File: src/rtl/multicycle_control.sv
// Multi-cycle control FSM for the 16-bit CPU. It steps one instruction at a time
// through IF/ID/EX/MEM/WB and drives the ALU function and the datapath selects.
module multicycle_control #(
   parameter int WORD_SIZE = 16
) (
   input  logic                 clk,
   input  logic                 reset,
   input  logic [WORD_SIZE-1:0] instr,
   input  logic                 b_result,
   input  logic                 input_ready,
   input  logic                 ack_output,
   output logic [3:0]           func_code,
   output logic                 mem_read,
   output logic                 mem_write,
   output logic                 ir_write,
   output logic                 mdr_write,
   output logic                 pc_write,
   output logic [1:0]           pc_src,
   output logic [1:0]           alu_src_b,
   output logic                 reg_write,
   output logic [1:0]           reg_dst,
   output logic [1:0]           wb_src,
   output logic                 output_port_en,
   output logic                 is_halted,
   output logic [WORD_SIZE-1:0] num_inst
);

   localparam logic [3:0] FUNC_ADD = 4'd0;
   localparam logic [3:0] FUNC_ORR = 4'd3;
   localparam logic [3:0] FUNC_LHI = 4'd8;
   localparam logic [3:0] FUNC_BNE = 4'd9;  // BNE, BEQ, BGZ, BLZ are consecutive

   typedef enum logic [2:0] {S_IF, S_ID, S_EX, S_MEM, S_WB, S_HALT} state_e;

   state_e               state_q;
   logic [WORD_SIZE-1:0] num_q;

   logic [3:0] op;
   logic [5:0] fn;
   logic       is_r, is_adi, is_ori, is_lhi, is_lwd, is_swd, is_br;
   logic       is_jmp, is_jal, is_jpr, is_jrl, is_wwd, is_hlt;
   logic       unused_bits;

   assign op          = instr[15:12];
   assign fn          = instr[5:0];
   assign unused_bits = ^instr[11:6];

   assign is_r   = (op == 4'd15) && (fn < 6'd8);
   assign is_adi = (op == 4'd4);
   assign is_ori = (op == 4'd5);
   assign is_lhi = (op == 4'd6);
   assign is_lwd = (op == 4'd7);
   assign is_swd = (op == 4'd8);
   assign is_br  = (op < 4'd4);
   assign is_jmp = (op == 4'd9);
   assign is_jal = (op == 4'd10);
   assign is_jpr = (op == 4'd15) && (fn == 6'd25);
   assign is_jrl = (op == 4'd15) && (fn == 6'd26);
   assign is_wwd = (op == 4'd15) && (fn == 6'd28);
   assign is_hlt = (op == 4'd15) && (fn == 6'd29);

   always_ff @(posedge clk) begin
      if (reset) begin
         state_q <= S_IF;
         num_q   <= '0;
      end else begin
         case (state_q)
            S_IF:  if (input_ready) state_q <= S_ID;
            S_ID: begin
               num_q <= num_q + 1'b1;
               if (is_r || is_adi || is_ori || is_lhi || is_lwd || is_swd || is_br)
                  state_q <= S_EX;
               else if (is_jal || is_jrl) state_q <= S_WB;
               else if (is_hlt)           state_q <= S_HALT;
               else                       state_q <= S_IF;
            end
            S_EX: begin
               if (is_lwd || is_swd) state_q <= S_MEM;
               else if (is_br)       state_q <= S_IF;
               else                  state_q <= S_WB;
            end
            S_MEM: begin
               if (is_lwd) begin
                  if (input_ready) state_q <= S_WB;
               end else if (ack_output || !is_swd) begin
                  state_q <= S_IF;
               end
            end
            S_WB:    state_q <= S_IF;
            S_HALT:  state_q <= S_HALT;
            default: state_q <= S_IF;
         endcase
      end
   end

   // Handshake completions (fetch latch, MDR latch, branch taken) follow the
   // live input so a wait cycle never repeats a one-shot datapath update.
   always_comb begin
      func_code      = FUNC_ADD;
      mem_read       = 1'b0;
      mem_write      = 1'b0;
      ir_write       = 1'b0;
      mdr_write      = 1'b0;
      pc_write       = 1'b0;
      pc_src         = 2'd0;
      alu_src_b      = 2'd0;
      reg_write      = 1'b0;
      reg_dst        = 2'd0;
      wb_src         = 2'd0;
      output_port_en = 1'b0;
      is_halted      = 1'b0;
      if (!reset) begin
         case (state_q)
            S_IF: begin
               mem_read = 1'b1;
               ir_write = input_ready;
               pc_write = input_ready;
            end
            S_ID: begin
               if (is_jmp) begin
                  pc_write = 1'b1;
                  pc_src   = 2'd2;
               end else if (is_jpr) begin
                  pc_write = 1'b1;
                  pc_src   = 2'd3;
               end
               output_port_en = is_wwd;
            end
            S_EX: begin
               if (is_r) begin
                  func_code = fn[3:0];
               end else if (is_adi || is_lwd || is_swd) begin
                  func_code = FUNC_ADD;
                  alu_src_b = 2'd1;
               end else if (is_ori) begin
                  func_code = FUNC_ORR;
                  alu_src_b = 2'd2;
               end else if (is_lhi) begin
                  func_code = FUNC_LHI;
                  alu_src_b = 2'd2;
               end else if (is_br) begin
                  func_code = FUNC_BNE + {2'b00, op[1:0]};
                  pc_write  = b_result;
                  pc_src    = 2'd1;
               end
            end
            S_MEM: begin
               if (is_lwd) begin
                  mem_read  = 1'b1;
                  mdr_write = input_ready;
               end else if (is_swd) begin
                  mem_write = 1'b1;
               end
            end
            S_WB: begin
               reg_write = 1'b1;
               if (is_r) reg_dst = 2'd1;
               if (is_lwd) wb_src = 2'd1;
               if (is_jal || is_jrl) begin
                  reg_dst  = 2'd2;
                  wb_src   = 2'd2;
                  pc_write = 1'b1;
                  pc_src   = is_jal ? 2'd2 : 2'd3;
               end
            end
            S_HALT:  is_halted = 1'b1;
            default: ;
         endcase
      end
   end

   assign num_inst = reset ? '0 : num_q;

endmodule

File: config.mk
export PLATFORM = sky130hd
export DESIGN_NAME = multicycle_control
export DESIGN_NICKNAME = d
export VERILOG_FILES = /design/src/rtl/multicycle_control.sv
export SDC_FILE = /design/constraint.sdc
export NUM_CORES = 1
export LEC_CHECK = 0
export CAP_MARGIN = 30
export CORE_AREA = 2 2 63 65
export DETAILED_ROUTE_END_ITERATION = 10
export DIE_AREA = 0 0 65 67
export GPL_TIMING_DRIVEN = 0
export PLACE_DENSITY = 0.77
export SYNTH_ARGS = -nofsm -noshare
export SYNTH_HDL_FRONTEND = slang
export SYNTH_SLANG_ARGS = --single-unit
File: constraint.sdc
create_clock -name clk -period 2 [get_ports clk]
set_input_delay 0.2 -clock clk [delete_from_list [all_inputs] [get_ports clk]]
set_output_delay 0.2 -clock clk [all_outputs]
set_load 0.02 [all_outputs]
Word level (Yosys, flattened, before mapping):

Cells that the tools add are included.

* input bits: 21
* word-level logic and storage cells: 116
* register bits after elaboration: 19

* order comparisons: 2
* $add $sub $neg: 2
* multiplexer cells: 71
* eq/ne operators: 20
* reduce and logical (&&, ||, !) cells: 19

Operators by type and width (number)
* $mux W1: 34
* $mux W2: 16
* $mux W4: 7
* $mux W3: 9
* $eq A6 B5 Y1 const B: 4
* $add A16 B1 Y16 const B: 1
* $eq A4 B3 Y1 const B: 4
* $eq A4 B4 Y1 const B: 4
* $mux W16: 1
* $pmux W3 S5: 1
* $logic_or A1 B1 Y1: 11
* $eq A3 B2 Y1 const B: 2
* $eq A3 B3 Y1 const B: 2
* $lt A6 B4 Y1 const B: 1
* $ne A3 B3 Y1 const B: 2
* $pmux W2 S3: 1
* $logic_and A1 B1 Y1: 5
* $add A4 B2 Y4 const A: 1
* $lt A4 B3 Y1 const B: 1
* $pmux W1 S4: 1
* $eq A3 B1 Y1 const B: 1
* $logic_not A3 Y1: 1
* $reduce_and A3 Y1: 1
* $ne A2 B2 Y1 const B: 1
* other kinds (2): 2

Logic depth before layout (Yosys ltp):

Gate-level depths: netlist of run 1.

* depth in word-level cells: 10
* depth in mapped cells: 6

Least setup slack after synthesis of run 1:

OpenSTA, ideal clock, no wires.

* path kind: reg2out
* from: register state_q[2]
* to: output pc_src[1]
* path slack: 188 ps
* arrival: 1612 ps
* stages on the path, launching flop included: 6
* data required time: 1800 ps
* cells stage by stage: dfxtp_1 > buf_2 > nor3b_2 > a22o_1 > a22oi_1 > nor3_1

* cells in the longest elaborated chain, start to end: 3

RTL lines
* from (decl): RTL line 35 `state_e state_q;`
* from (signal assigned): RTL line 64 `state_q <= S_IF;`
* from (signal assigned): RTL line 68 `S_IF: if (input_ready) state_q <= S_ID;`
* from (signal assigned): RTL line 72 `state_q <= S_EX;`
* $eq A3 B3 Y1 (tied with other cells): RTL line 113 `case (state_q)`
* $pmux W2 S3 (*): RTL line 113
* $mux W2 (*): RTL line 112 `if (!reset) begin`
* to (decl): RTL line 18 `output logic [1:0] pc_src,`

Every way passes the cells marked *; elsewhere a longest branch is shown, timed or not.

Final worst setup path of run 1:

* from: register state_q[0]
* to: output pc_src[1]

The elaborated chain is that of the path after synthesis.

==> impl_metrics.yaml, run 1 <==
worst_setup_path:
  slowest_stage: "or4bb_1"
  arrival_ns: 1.86
  cpPeakStageDelay_ns: 0.44
  cp-endpoint: "pc_src[1]"
  worstSetupPathDepth: 6
  crit_family: "simple AND/OR/NAND/NOR gates"
  worstReg2RegStart: "num_q[3]"
  critPathMaxFanout: 10
  r2r_slack_ns: 0.37
  worstSetupPathType: "reg2out"
  r2r_end: "num_q[15]"
  crit_buf_inv: 2
  crit_chain: "buf_8 > or4bb_1 > a21oi_2 > a22oi_2 > nor3_2 > buf_4"
  worstRegToRegCells: 4
  startpoint: "state_q[0]"
  end_kind: "output port"
  cp-start-kind: "flip-flop"
  worstPathRequired_ns: 1.80
floorplanning:
  core_sq_um: 3606
  dieArea_sq_um: 4355
  die_w_um: 65
  fp.dieH_um: 67
  initial_core_util_pct: 45.52
  row_count: 22
  io_pins: 57
power:
  sw_frac_of_total_pct: 29.61
  p_clk_share_pct: 28.3
  power_density_nw_per_um2: 387.0
  ir_worst_vdd_uv: 230.3
  power.leakage_nw: 0.8961
  power_uw: 920.9
  seqPwrFrac_pct: 43.1
  p_int_uw: 648.2
  p_comb_share_pct: 28.6
  p_sw_uw: 272.7
final_layout:
  fin_util_pct: 66.00
  layout.nets: 305
  multi_input_area_sq_um: 1252
  area_growth_pct: 44.97
  seq_area_sq_um: 387.9
  drive_gt1_share_pct: 21.22
  n_fill_cell: 309
  n_antenna_cell: 0
timing:
  setup_slack_ns: -0.05695
  worstMarginPinSlew_ns: 0.5197
  relSlewSlack_pct: 65.35
  setup_viol: 1
  slew_violations: 0
  period_needed_ns: 2.057
  clock_skew_ns: 0.001581
  hold_viol_final: 0
  rsz0062_at_grt: "yes"
  fin_crit_sh_pct: 102.8
  max_freq_ghz: 0.4862
placement:
  port_buffers: 48
  place.gp.congestion: 0.9024
  hpwlAfterDp_um: 3347
global_routing:
  grt_antenna_before_repair: 0
  grt_overflow: 0
  grt_pass1_vias: 1672
  grt_pass1_wl_um: 7452
  track_usage_pct: 21.36
  grt_start_max_net_pins: 12
clock_tree:
  cts_tree: "done"
  worstSkewPairLatency_ns: 0.25
  clk_pin_slew_worst_paths_ns: 0.07
  ctsRootBufferMaster: "clkbuf_8"
  clockBufferDepth: 2
  cts_hold_buffers: 0
  cts.sinks: 19
  htreeDepth: 1
  cts_made_buffers: 3
yosys:
  synthFlopType: "dfxtp_1"
  syn_inst: 218
  ys_warn_count: 0
  synth_cell_type_count: 55
  synth_seq_cells: 19
  syn_avg_cell_area_sq_um: 7.530
  syn_area_sq_um: 1642
  synth_edf_count: 0
  async_reset_ff_share_pct: 0
  synth_seq_area_share_pct: 23.17
  synth.net_count: 244
flow_run:
  cap_viol_max_count: 0
route:
  drt-total-wl_um: 4577
  dr.first_iter.drc_count: 117
  drc: 0
  ant_nets: 0
  drt_pre_antenna_iters: 4
  routedWlPerCell_um: 14.04
  vias: 1847
  vias_per_cell: 5.666
run_status:
  status: "complete, but fails checks"
  violations: "setup timing"
hold_path:
  hp-class: "in2reg"
stage by stage:
step / std cells / hold WS, ns / setup TNS [ns] / worst slack [ns] / area, sq um
after CTS: 322 / 0.4509 / -0.09784 / -0.05671 / 2291
after global routing: 326 / 0.5166 / -0.1519 / -0.1132 / 2380
final: 326 / 0.4713 / -0.05695 / -0.05695 / 2380
after detailed placement: 314 / 0.4787 / -10.51 / -0.8948 / 2182
after global placement: 314 / 0.4599 / -10.44 / -0.8724 / 2182
after floorplan: 218 / 0.4473 / 0 / 0.1884 / 1642
worst min path at each step:
stage / cells after the start / from / end / slack [ns]
finish: 3 / reset / num_q[14] / 0.47
global route: 2 / num_q[15] / num_q[15] / 0.52
CTS: 3 / reset / num_q[14] / 0.45
detailed placement: 2 / num_q[15] / num_q[15] / 0.48
global placement: 2 / num_q[15] / num_q[15] / 0.46
floorplan: 2 / num_q[15] / num_q[15] / 0.45
worst min-delay path, cell delays in order:
cell and delay, ns:
clkbuf_1 0.22, nor2_1 0.13, mux2_2 0.14
sequential cells by signal, indices dropped and copies added (netlist names):
signal	cells
num_q	16
state_q	3
kinds of logic (layout without fill, tap and decap cells):
group | after synthesis | count (layout) | share of synthesized area (%)
multiplexers | 2 | 2 | 1.296
AO/OA/AOI/OAI | 46 | 46 | 18.14
adder cells (fa/ha/maj) | 5 | 5 | 3.811
buffers and inverters | 22 | 82 | 6.174
XOR/XNOR | 9 | 9 | 4.802
AND/OR/NAND/NOR | 115 | 115 | 42.61
flip-flops | 19 | 19 | 23.17
synthesized netlist by cell type (8+ instances only):
| cell type | number | area, sq um |
|---|---|---|
| a21oi_1 | 12 | 60.06 |
| dfxtp_1 | 19 | 380.4 |
| inv_1 | 8 | 30.03 |
| nand2_1 | 11 | 41.29 |
| nor2_1 | 26 | 97.59 |
| nor2b_1 | 17 | 106.4 |
| nor3_1 | 8 | 40.04 |
| o21ai_0 | 9 | 45.04 |
| xor2_1 | 8 | 70.07 |
area by class of cell:
class | count | area share, %
Sequential cell | 19 | 16.30
Buffer | 14 | 4.416
Tap cell | 48 | 2.524
Clock inverter | 1 | 0.2103
Multi-Input combinational cell | 177 | 52.63
Clock buffer | 3 | 1.735
Inverter | 8 | 1.262
Timing Repair Buffer | 56 | 20.93
what timing repair did:
action | 4_1_cts | 5_1_grt
pin swaps | 4 | 8
gates resized for setup | 78 | 29
setup endpoints to repair | 21 | 13
buffers inserted | 4 | 4
cells in the final DEF (no fill, tap or decap), types with 5 or more instances in the layout:
cell / n
nor2_1: 23
clkdlybuf4s50_1: 23
nor2b_1: 17
dfxtp_1: 17
buf_4: 14
nand2_1: 11
a21oi_1: 10
dlygate4sd2_1: 10
inv_1: 8
o21ai_0: 8
xor2_1: 8
nand3_1: 6
or4_1: 6
clkbuf_1: 5
nor3_1: 5
nand4_1: 5
metal layers:
layer  track usage [%]  vias to the layer above  share of wire [%]
met4             8.245                        0               0.79
met3             3.209                        4                5.9
met5                 0                        -                  0
met2             36.73                       81                 49
li1                  -                      922                  -
met1             26.73                      840                 44
power groups by stage:
stage | logic [mW] | clock network, mW | registers (mW)
final | 0.264 | 0.260 | 0.397
after global routing | 0.287 | 0.282 | 0.397
after CTS | 0.233 | 0.267 | 0.397
after detailed placement | 0.221 | 0 | 0.404
after global placement | 0.220 | 0 | 0.404
after floorplan | 0.142 | 0 | 0.401
Power figures use the tool's default switching activity.
==> inputs of run 2 (changes only) <==
Settings changed: SKIP_LAST_GASP from default to 1, TNS_END_PERCENT from default to 1.
==> run 2 against run 1 <==
  * The run still ends with setup timing left
  * Highest routed layer unchanged
  * Clock power about the same
  * Register-to-register slack hardly changed
  * Sequential share of layout area increased by 0.24 points
  * Routed wire length is 0.85% lower
  * Critical path depth grew 2
  * Clock skew barely moved
==> impl_metrics.yaml, run 2 (synthesized netlist as in run 1, its figures left out) <==
route:
  drt_pre_antenna_iters: 4
  drt-total-wl_um: 4538
  ant_nets: 0
  dr.first_iter.drc_count: 92
  vias_per_cell: 5.774
  routedWlPerCell_um: 14.05
  vias: 1865
  drc: 0
hold_path:
  holdPathEnd: "num_q[14]"
  hp-class: "in2reg"
  worstHoldStart: "reset"
  min_path_cells: 3
global_routing:
  grt_pass1_wl_um: 7431
  grt_start_max_net_pins: 12
  grt_pass1_vias: 1651
  grt_antenna_before_repair: 0
  track_usage_pct: 21.21
  grt_overflow: 0
placement:
  hpwlAfterDp_um: 3347
  place.gp.congestion: 0.9024
  port_buffers: 48
  numPlacedInstances: 314
  place_ws_ns: -0.8948
worst_setup_path:
  cp-start-kind: "primary input"
  r2r_slack_ns: 0.37
  worstPathRequired_ns: 1.80
  worstReg2RegStart: "state_q[1]"
  arrival_ns: 1.94
  worstSetupPathType: "in2out"
  r2r_end: "state_q[0]"
  worstRegToRegCells: 5
  end_kind: "output port"
  critPathMaxFanout: 5
timing:
  relSlewSlack_pct: 68.31
  max_freq_ghz: 0.4669
  period_needed_ns: 2.142
  setup_slack_ns: -0.1419
  fin_crit_sh_pct: 107.1
  clock_skew_ns: 0.001628
  slew_violations: 0
  setup_viol: 14
  worstMarginPinSlew_ns: 0.4754
  rsz0062_at_grt: "yes"
  hold_viol_final: 0
run_status:
  violations: "setup timing"
  status: "complete, but fails checks"
power:
  power_density_nw_per_um2: 392.2
  ir_worst_vdd_uv: 230.0
  p_sw_uw: 266.9
  seqPwrFrac_pct: 43.9
  power.leakage_nw: 0.8906
  p_int_uw: 638.1
  power_uw: 904.9
  p_clk_share_pct: 28.9
  sw_frac_of_total_pct: 29.49
  p_comb_share_pct: 27.2
final_layout:
  n_antenna_cell: 0
  layout.nets: 302
  mostFrequentLayoutCells: "clkdlybuf4s50_1 (28), nor2_1 (25), dfxtp_1 (18), nor2b_1 (17), a21oi_1 (12)"
  regMostFlops: "num_q"
  drive_gt1_share_pct: 13.82
  area_growth_pct: 40.55
  final_common_cell: "clkdlybuf4s50_1"
  largest_reg_flops: 16
  reg_top3: "num_q x16, state_q x3"
  instances_no_fill: 323
floorplanning:
  fp.dieH_um: 67
  die_w_um: 65
  io_pins: 57
  core_sq_um: 3606
  initial_core_util_pct: 45.52
  dieArea_sq_um: 4355
  row_count: 22
clock_tree:
  ctsRootBufferMaster: "clkbuf_8"
  htreeDepth: 1
  clockBufferDepth: 2
  cts_tree: "done"
  cts.sinks: 19
  cts_hold_buffers: 0
  cts_made_buffers: 3
  worstSkewPairLatency_ns: 0.25
  clk_pin_slew_worst_paths_ns: 0.07
flow_run:
  cap_viol_max_count: 0
[run 2: changes by cell type in the layout (fill, tap and decap cells not counted), sizes merged]
cell,delta
buf,-10
clkdlybuf4s15,+1
clkdlybuf4s50,+5
dlygate4sd2,-1
dlymetal6s2s,+2
[run 2: routing by layer]
layer | global-route usage, % | up-vias | routed length, um | share of wire (%)
met5 | 0 | - | 0 | 0
met4 | 7.181 | 0 | 51 | 1.1
met3 | 3.041 | 6 | 276 | 6.1
met2 | 36.60 | 88 | 2178 | 48
met1 | 26.93 | 854 | 2032 | 45
li1 | - | 917 | - | -
[run 2: power by group through the flow]
stage,registers (mW),clock network (mW),logic [mW]
3_3_place_gp,0.404,0,0.220
5_1_grt,0.397,0.282,0.267
6_report,0.397,0.262,0.246
4_1_cts,0.396,0.267,0.229
3_5_place_dp,0.404,0,0.221
2_1_floorplan,0.401,0,0.142
[run 2: layout make-up]
type                       count  area [sq um]
sequential                    19         381.6
clock buffer                   3         41.29
buffer                        14         87.58
tap                           48         60.06
fill                         330          1299
multi-input combinational    177          1202
inverter                       8         30.03
timing repair buffer          53         499.2
clock inverter                 1         5.005
[run 2: stage by stage]
stage          TNS (ns)  util, %  hold slack [ns]  instance area [sq um]
2_1_floorplan         0        -           0.4473                   1642
3_3_place_gp     -10.44    60.51           0.4599                   2182
3_5_place_dp     -10.51    60.51           0.4787                   2182
4_1_cts          -3.370    63.12           0.4509                   2276
5_1_grt          -2.856    63.98           0.5166                   2307
6_report         -1.336    63.98           0.4556                   2307
[run 2: timing repair]
action	in CTS	in global routing
endpoints found under the setup margin	21	23
pin swaps	2	4
resized for setup	38	17
setup buffers	2	3
[run 2: critical path: stages]
cell	delay [ns]
dlygate4sd2_1	0.31
inv_1	0.10
ha_1	0.27
and3b_1	0.24
nor4bb_1	0.25
o21ai_0	0.11
a21oi_1	0.18
clkdlybuf4s15_2	0.28
[run 2: how the worst max path moves through the flow]
| stage | end | start | depth (start not counted) |
|---|---|---|---|
| after floorplan | pc_src[1] | state_q[2] | 5 |
| after global placement | pc_src[1] | instr[12] | 7 |
| after detailed placement | pc_src[1] | instr[12] | 7 |
| after CTS | pc_src[1] | state_q[0] | 6 |
| after global routing | pc_src[0] | instr[12] | 8 |
| final | pc_src[0] | instr[12] | 8 |
==> inputs of run 3 (changes only) <==
Settings changed: ABC_AREA from default to 0.
==> results of run 3 <==
The final DEF is identical to that of run 2; final timing and power are the same.
